==> src/rtl/z80_bus_loader_if.sv <==
// z80_bus_loader_if: control, byte-stream and Z80 memory-bus signals of the bus-master loader.
//   master modport: loader side (drives s_ready, bus request, memory strobes and status).
//   slave modport : environment side (drives start/base_addr/length, stream bytes, busak_n).
interface z80_bus_loader_if;
    logic        start;
    logic [15:0] base_addr;
    logic [15:0] length;
    logic        s_valid;
    logic [7:0]  s_data;
    logic        s_ready;
    logic        busrq_n;
    logic        busak_n;
    logic        bus_own;
    logic [15:0] mem_a;
    logic [7:0]  mem_do;
    logic        mem_mreq_n;
    logic        mem_wr_n;
    logic        busy;
    logic        done;
    logic        err;

    modport master (
        input  start, base_addr, length, s_valid, s_data, busak_n,
        output s_ready, busrq_n, bus_own, mem_a, mem_do, mem_mreq_n, mem_wr_n, busy, done, err
    );

    modport slave (
        output start, base_addr, length, s_valid, s_data, busak_n,
        input  s_ready, busrq_n, bus_own, mem_a, mem_do, mem_mreq_n, mem_wr_n, busy, done, err
    );
endinterface

==> src/rtl/z80_bus_loader.sv <==
// z80_bus_loader: takes the Z80 bus via BUSRQ/BUSAK and writes a byte stream to memory from a base address.
//   clk, reset : single clock, synchronous active-high reset
//   bus        : z80_bus_loader_if.master (start/base_addr/length control, s_valid/s_data/s_ready stream,
//                busrq_n/busak_n handshake, bus_own/mem_a/mem_do/mem_mreq_n/mem_wr_n bus, busy/done/err status)
module z80_bus_loader #(
    parameter int ACK_TIMEOUT = 1024,
    parameter int CNT_W       = 11
) (
    input  logic              clk,
    input  logic              reset,
    z80_bus_loader_if.master  bus
);
    typedef enum logic [2:0] {IDLE, REQ, LOAD, STROBE, REL} state_t;

    state_t           state_q, state_d;
    logic [15:0]      addr_q, addr_d;
    logic [15:0]      rem_q, rem_d;
    logic [CNT_W-1:0] cnt_q, cnt_d;
    logic             busrq_n_q, busrq_n_d;
    logic             bus_own_q, bus_own_d;
    logic             s_ready_q, s_ready_d;
    logic [15:0]      mem_a_q, mem_a_d;
    logic [7:0]       mem_do_q, mem_do_d;
    logic             mem_mreq_n_q, mem_mreq_n_d;
    logic             mem_wr_n_q, mem_wr_n_d;
    logic             busy_q, busy_d;
    logic             done_q, done_d;
    logic             err_q, err_d;
    logic             lost;

    always_ff @(posedge clk) begin
        if (reset) begin
            state_q      <= IDLE;
            addr_q       <= '0;
            rem_q        <= '0;
            cnt_q        <= '0;
            busrq_n_q    <= 1'b1;
            bus_own_q    <= 1'b0;
            s_ready_q    <= 1'b0;
            mem_a_q      <= '0;
            mem_do_q     <= '0;
            mem_mreq_n_q <= 1'b1;
            mem_wr_n_q   <= 1'b1;
            busy_q       <= 1'b0;
            done_q       <= 1'b0;
            err_q        <= 1'b0;
        end else begin
            state_q      <= state_d;
            addr_q       <= addr_d;
            rem_q        <= rem_d;
            cnt_q        <= cnt_d;
            busrq_n_q    <= busrq_n_d;
            bus_own_q    <= bus_own_d;
            s_ready_q    <= s_ready_d;
            mem_a_q      <= mem_a_d;
            mem_do_q     <= mem_do_d;
            mem_mreq_n_q <= mem_mreq_n_d;
            mem_wr_n_q   <= mem_wr_n_d;
            busy_q       <= busy_d;
            done_q       <= done_d;
            err_q        <= err_d;
        end
    end

    // The CPU floating busak_n back high while we think we own the bus is a lost grant.
    assign lost = ((state_q == LOAD) || (state_q == STROBE)) && bus.busak_n;

    always_comb begin
        state_d      = state_q;
        addr_d       = addr_q;
        rem_d        = rem_q;
        cnt_d        = cnt_q;
        busrq_n_d    = busrq_n_q;
        bus_own_d    = bus_own_q;
        s_ready_d    = s_ready_q;
        mem_a_d      = mem_a_q;
        mem_do_d     = mem_do_q;
        mem_mreq_n_d = mem_mreq_n_q;
        mem_wr_n_d   = mem_wr_n_q;
        busy_d       = busy_q;
        done_d       = 1'b0;
        err_d        = 1'b0;
        case (state_q)
            IDLE: begin
                if (bus.start) begin
                    addr_d = bus.base_addr;
                    rem_d  = bus.length;
                    if (bus.length == 16'd0) begin
                        // Nothing to move: finish immediately without touching the bus.
                        done_d = 1'b1;
                    end else begin
                        busy_d    = 1'b1;
                        busrq_n_d = 1'b0;
                        cnt_d     = '0;
                        state_d   = REQ;
                    end
                end
            end
            REQ: begin
                if (!bus.busak_n) begin
                    bus_own_d = 1'b1;
                    s_ready_d = 1'b1;
                    state_d   = LOAD;
                end else if (cnt_q == CNT_W'(ACK_TIMEOUT - 1)) begin
                    busrq_n_d = 1'b1;
                    err_d     = 1'b1;
                    busy_d    = 1'b0;
                    state_d   = IDLE;
                end else begin
                    cnt_d = cnt_q + 1'b1;
                end
            end
            LOAD: begin
                if (bus.s_valid) begin
                    mem_a_d      = addr_q;
                    mem_do_d     = bus.s_data;
                    mem_mreq_n_d = 1'b0;
                    mem_wr_n_d   = 1'b0;
                    s_ready_d    = 1'b0;
                    state_d      = STROBE;
                end
            end
            STROBE: begin
                mem_mreq_n_d = 1'b1;
                mem_wr_n_d   = 1'b1;
                addr_d       = addr_q + 16'd1;
                rem_d        = rem_q - 16'd1;
                if (rem_q == 16'd1) begin
                    busrq_n_d = 1'b1;
                    bus_own_d = 1'b0;
                    state_d   = REL;
                end else begin
                    s_ready_d = 1'b1;
                    state_d   = LOAD;
                end
            end
            REL: begin
                // Only report completion once the CPU has actually taken the bus back.
                if (bus.busak_n) begin
                    done_d  = 1'b1;
                    busy_d  = 1'b0;
                    state_d = IDLE;
                end
            end
            default: state_d = IDLE;
        endcase
        if (lost) begin
            mem_mreq_n_d = 1'b1;
            mem_wr_n_d   = 1'b1;
            bus_own_d    = 1'b0;
            busrq_n_d    = 1'b1;
            s_ready_d    = 1'b0;
            err_d        = 1'b1;
            busy_d       = 1'b0;
            state_d      = IDLE;
        end
    end

    assign bus.s_ready    = s_ready_q;
    assign bus.busrq_n    = busrq_n_q;
    assign bus.bus_own    = bus_own_q;
    assign bus.mem_a      = mem_a_q;
    assign bus.mem_do     = mem_do_q;
    assign bus.mem_mreq_n = mem_mreq_n_q;
    assign bus.mem_wr_n   = mem_wr_n_q;
    assign bus.busy       = busy_q;
    assign bus.done       = done_q;
    assign bus.err        = err_q;
endmodule
==> src/flat_wrapper.sv <==
// flat-port wrapper written by rule: the top's interface ports become plain ports
module z80_bus_loader_flat 
#(
    parameter int ACK_TIMEOUT = 1024,
    parameter int CNT_W       = 11
)
  (clk, reset, bus_start, bus_base_addr, bus_length, bus_s_valid, bus_s_data, bus_busak_n, bus_s_ready, bus_busrq_n, bus_bus_own, bus_mem_a, bus_mem_do, bus_mem_mreq_n, bus_mem_wr_n, bus_busy, bus_done, bus_err);
  z80_bus_loader_if bus_i ();
  input  logic clk;
  input  logic reset;
  input wire logic [$bits(bus_i.start)-1:0] bus_start;
  input wire logic [$bits(bus_i.base_addr)-1:0] bus_base_addr;
  input wire logic [$bits(bus_i.length)-1:0] bus_length;
  input wire logic [$bits(bus_i.s_valid)-1:0] bus_s_valid;
  input wire logic [$bits(bus_i.s_data)-1:0] bus_s_data;
  input wire logic [$bits(bus_i.busak_n)-1:0] bus_busak_n;
  output wire logic [$bits(bus_i.s_ready)-1:0] bus_s_ready;
  output wire logic [$bits(bus_i.busrq_n)-1:0] bus_busrq_n;
  output wire logic [$bits(bus_i.bus_own)-1:0] bus_bus_own;
  output wire logic [$bits(bus_i.mem_a)-1:0] bus_mem_a;
  output wire logic [$bits(bus_i.mem_do)-1:0] bus_mem_do;
  output wire logic [$bits(bus_i.mem_mreq_n)-1:0] bus_mem_mreq_n;
  output wire logic [$bits(bus_i.mem_wr_n)-1:0] bus_mem_wr_n;
  output wire logic [$bits(bus_i.busy)-1:0] bus_busy;
  output wire logic [$bits(bus_i.done)-1:0] bus_done;
  output wire logic [$bits(bus_i.err)-1:0] bus_err;
  assign bus_i.start = bus_start;
  assign bus_i.base_addr = bus_base_addr;
  assign bus_i.length = bus_length;
  assign bus_i.s_valid = bus_s_valid;
  assign bus_i.s_data = bus_s_data;
  assign bus_i.busak_n = bus_busak_n;
  assign bus_s_ready = bus_i.s_ready;
  assign bus_busrq_n = bus_i.busrq_n;
  assign bus_bus_own = bus_i.bus_own;
  assign bus_mem_a = bus_i.mem_a;
  assign bus_mem_do = bus_i.mem_do;
  assign bus_mem_mreq_n = bus_i.mem_mreq_n;
  assign bus_mem_wr_n = bus_i.mem_wr_n;
  assign bus_busy = bus_i.busy;
  assign bus_done = bus_i.done;
  assign bus_err = bus_i.err;
  z80_bus_loader #(.ACK_TIMEOUT(ACK_TIMEOUT), .CNT_W(CNT_W)) u_core (.clk(clk), .reset(reset), .bus(bus_i));
endmodule
==> config.mk <==
export PLATFORM = sky130hd
export DESIGN_NAME = z80_bus_loader_flat
export DESIGN_NICKNAME = d
export VERILOG_FILES = /design/src/rtl/z80_bus_loader_if.sv /design/src/rtl/z80_bus_loader.sv /design/src/flat_wrapper.sv
export SDC_FILE = /design/constraint.sdc
export NUM_CORES = 1
export LEC_CHECK = 0
export CORE_ASPECT_RATIO = 1.5
export CORE_UTILIZATION = 51
export DETAILED_ROUTE_END_ITERATION = 10
export GPL_TIMING_DRIVEN = 0
export MAX_ROUTING_LAYER = met4
export PLACE_DENSITY = 0.83
export SETUP_SLACK_MARGIN = 0.5
export SLEW_MARGIN = 10
export SYNTH_ARGS = -nofsm -noshare
export SYNTH_HDL_FRONTEND = slang
export SYNTH_SLANG_ARGS = --single-unit
export TNS_END_PERCENT = 20
==> constraint.sdc <==
create_clock -name clk -period 2.6 [get_ports clk]
set_input_delay 0.52 -clock clk [delete_from_list [all_inputs] [get_ports clk]]
set_output_delay 0.52 -clock clk [all_outputs]
set_load 0.02 [all_outputs]
==> flow_metrics.env <==
export IMPL_status="complete, no violations"
export IMPL_synth_nets=520
export IMPL_combPwrFrac=0.178
export IMPL_core_area_sq_um=6990
export IMPL_synthTopCellsByCount="nand2_1, dfxtp_1, a21oi_1"
export IMPL_synth_seq_cells=77
export IMPL_synth_edf_count=0
export IMPL_synth_most_common_cell="nand2_1"
export IMPL_end_kind="flop"
export IMPL_net_switching_power_w=0.000762
export IMPL_fin_nets=612
export IMPL_clockBufferDepth=2
export IMPL_cellPowerDensity_nw_per_um2=550
export IMPL_io_pins=77
export IMPL_grt_pass1_wl_microns=17500
export IMPL_postSynthAreaPerCell_sq_um=7.94
export IMPL_hpwl_microns=7790
export IMPL_max_slew_worst_pin_slew_ns=0.663
export IMPL_synth_top_area_cell="dfxtp_1"
export IMPL_wl_per_cell_microns=16.5
export IMPL_max_slew_margin=0.558
export IMPL_via_count=3950
export IMPL_clock_latency_ns=0.36
export IMPL_internal_power_w=0.00194
export IMPL_worst_path_max_delay_cell="clkbuf_1"
export IMPL_tritoncts="yes"
export IMPL_ir_drop_mv=0.356
export IMPL_vias_per_cell=5.95
export IMPL_drtIter0Drc=265
export IMPL_dp_cells=644
export IMPL_final_cells=664
export IMPL_switching_share=0.282
export IMPL_die_area_sq_um=7690
export IMPL_gp_congestion=0.938
export IMPL_hold_viol=0
export IMPL_postSynthCellCount=471
export IMPL_min_path_cells=2
export IMPL_max_freq_mhz=460
export IMPL_setup_ws_ns=0.424
export IMPL_cp_data_required_time_ns=2.82
export IMPL_power_frac_seq=0.479
export IMPL_finalPower_w=0.00270
export IMPL_htreeDepth=3
export IMPL_netlist_area_leader_share=0.412
export IMPL_track_usage=0.301
export IMPL_start_util=0.535
export IMPL_fin_area_sq_um=4910
export IMPL_start_kind="flop"
export IMPL_worstRegToRegCells=7
export IMPL_drtPass1Iterations=7
export IMPL_post_route_period_util=0.837
export IMPL_path_class="reg2reg"
export IMPL_die_h_microns=107
export IMPL_synth_top_flop_cell="dfxtp_1"
export IMPL_crit_fanout=10
export IMPL_leakage_nw=1.69
export IMPL_rows=37
export IMPL_holdWs_ns=0.455
export IMPL_synth_warnings=0
export IMPL_pwr_share_clk=0.343
export IMPL_drt_total_wl_microns=10900
export IMPL_area_growth_pct=31.1
export IMPL_diodes=0
export IMPL_seq_area_frac_synth=0.412
export IMPL_clock_skew_ns=0.00958
export IMPL_min_path_type="reg2reg"
export IMPL_layout_drive_gt1_share=0.0882
export IMPL_ys_types=62
export IMPL_postRouteAntennaNets=0
export IMPL_grt_max_degree=13
export IMPL_clock_sinks=77
export IMPL_postPlaceCellArea_sq_um=4620
export IMPL_antenna_found_initial=0
export IMPL_cts_clk_slew_worst_paths_ns=0.08
export IMPL_netlist_area_sq_um=3740
export IMPL_post_route_min_period_ns=2.18
export IMPL_gr_total_overflow=0
export IMPL_io_buffer_count=76
export IMPL_cts_buffers=9
export IMPL_worst_ep_arrival_time_ns=2.40
export IMPL_setup_viol=0
export IMPL_drv_slew=0
export IMPL_drv_cap=0
export IMPL_post_route_drc_count=0
export IMPL_max_stage_delay_ns=0.49
export IMPL_rsz0062_at_grt="true"
export IMPL_first_global_vias=3820
export IMPL_synth_area_leaders="dfxtp_1, nand2_1, a21oi_1"
export IMPL_path_cells="buf_6, nand3b_4, clkbuf_1, clkbuf_1, a21oi_1, o21ai_0, a21oi_1"
export IMPL_root_buffer="clkbuf_8"
export IMPL_async_flop_share=0
export IMPL_preCtsSetupSlack_ns=-0.0642
export IMPL_die_x_microns=71.9
[stage by stage]
step,setup TNS [ns],utilization
6_report,0,0.702
5_1_grt,0,0.702
4_1_cts,0,0.697
3_5_place_dp,-0.164,0.661
3_3_place_gp,-0.0236,0.661
2_1_floorplan,0,-
[placed cells by master, fill, tap and decap left out, types with 2 or more instances in the layout]
cell             instances
a2111oi_0                3
a21oi_1                 58
a221oi_1                 2
a22oi_1                  2
a311oi_1                 7
a31oi_1                 11
a32oi_1                  3
and2_1                   3
and3_1                   5
and4_1                   2
buf_2                    7
buf_4                    6
buf_6                    2
clkbuf_1                21
clkbuf_8                11
clkdlybuf4s50_1         76
clkinv_2                 2
dfxtp_1                 77
ha_1                     4
inv_1                    8
nand2_1                 83
nand2b_1                 8
nand3_1                 12
nand4_1                  5
nor2_1                  35
nor3_1                  18
nor3_2                   3
nor4_1                  12
o211ai_1                10
o21a_1                   2
o21ai_0                 15
or2_1                    3
or3_1                    9
or3_2                    2
or4_1                    2
xor2_1                   3
[cell families after synthesis]
logic type,count (synthesis),synth area share
adders and majority gates,4,0.0134
buffers and inverters,39,0.0451
AOI/OAI and AO/OA,130,0.223
xor gates and xnor gates,3,0.00702
muxes,2,0.00569
DFF,77,0.412
and+or+nand+nor,216,0.294
[power groups by stage]
stage                     clock network, W  logic [W]  registers, W
final                             0.000925   0.000480       0.00129
after global routing              0.000972   0.000517       0.00130
after CTS                         0.000931   0.000470       0.00129
after detailed placement                 0   0.000449       0.00132
after global placement                   0   0.000439       0.00131
after floorplan                          0   0.000260       0.00132
[final timing paths]
| check | from | endpoint | slack [ns] |
|---|---|---|---|
| max reg2reg | u_core.state_q[2]$_SDFFE_PP0P_ | u_core.addr_q[12]$_SDFFE_PP0P_ | 0.42 |
| min | u_core.bus.mem_do[1]$_SDFFE_PP0P_ | u_core.bus.mem_do[1]$_SDFFE_PP0P_ | 0.45 |
| max | u_core.state_q[2]$_SDFFE_PP0P_ | u_core.addr_q[12]$_SDFFE_PP0P_ | 0.42 |
| min reg2reg | u_core.bus.mem_do[1]$_SDFFE_PP0P_ | u_core.bus.mem_do[1]$_SDFFE_PP0P_ | 0.45 |
[layout make-up]
class | instances | area [sq um]
fill | 580 | 2080
buffer | 31 | 146
multi-input combinational | 355 | 2070
sequential | 77 | 1540
inverter | 8 | 30.0
clock buffer | 11 | 151
timing repair buffer | 81 | 796
clock inverter | 4 | 47.5
tap | 97 | 121
[worst max-delay path, delay by kind of cell (launching register included)]
kind,cells,cell delay [ns]
simple gates,1,0.15
compound gates,3,0.44
flops,1,0.36
buf+inv,3,1.07
[registers in the layout, summed over array words and instances, names as in the netlist]
signal,cells
u_core.addr_q,16
u_core.bus.bus_own,1
u_core.bus.busrq_n,1
u_core.bus.busy,1
u_core.bus.done,1
u_core.bus.err,1
u_core.bus.mem_a,16
u_core.bus.mem_do,8
u_core.bus.mem_wr_n,1
u_core.bus.s_ready,1
u_core.cnt_q,11
u_core.rem_q,16
u_core.state_q,3
[timing repair]
action,CTS,global route
pin swaps,0,3
endpoints found under the setup margin,16,28
hold endpoints to repair,0,0
resized for setup,4,7
cloned,1,0
hold buffers,0,0
buffers inserted,2,2
[routing by layer]
| metal | track usage | vias to the layer above | routed length [microns] |
|---|---|---|---|
| met1 | 0.331 | 1858 | 4350 |
| met4 | 0.181 | 0 | 421 |
| met2 | 0.518 | 155 | 5700 |
| met3 | 0.0329 | 38 | 469 |
| met5 | - | - | 0 |
| li1 | - | 1899 | - |
Power figures use the tool's default switching activity.
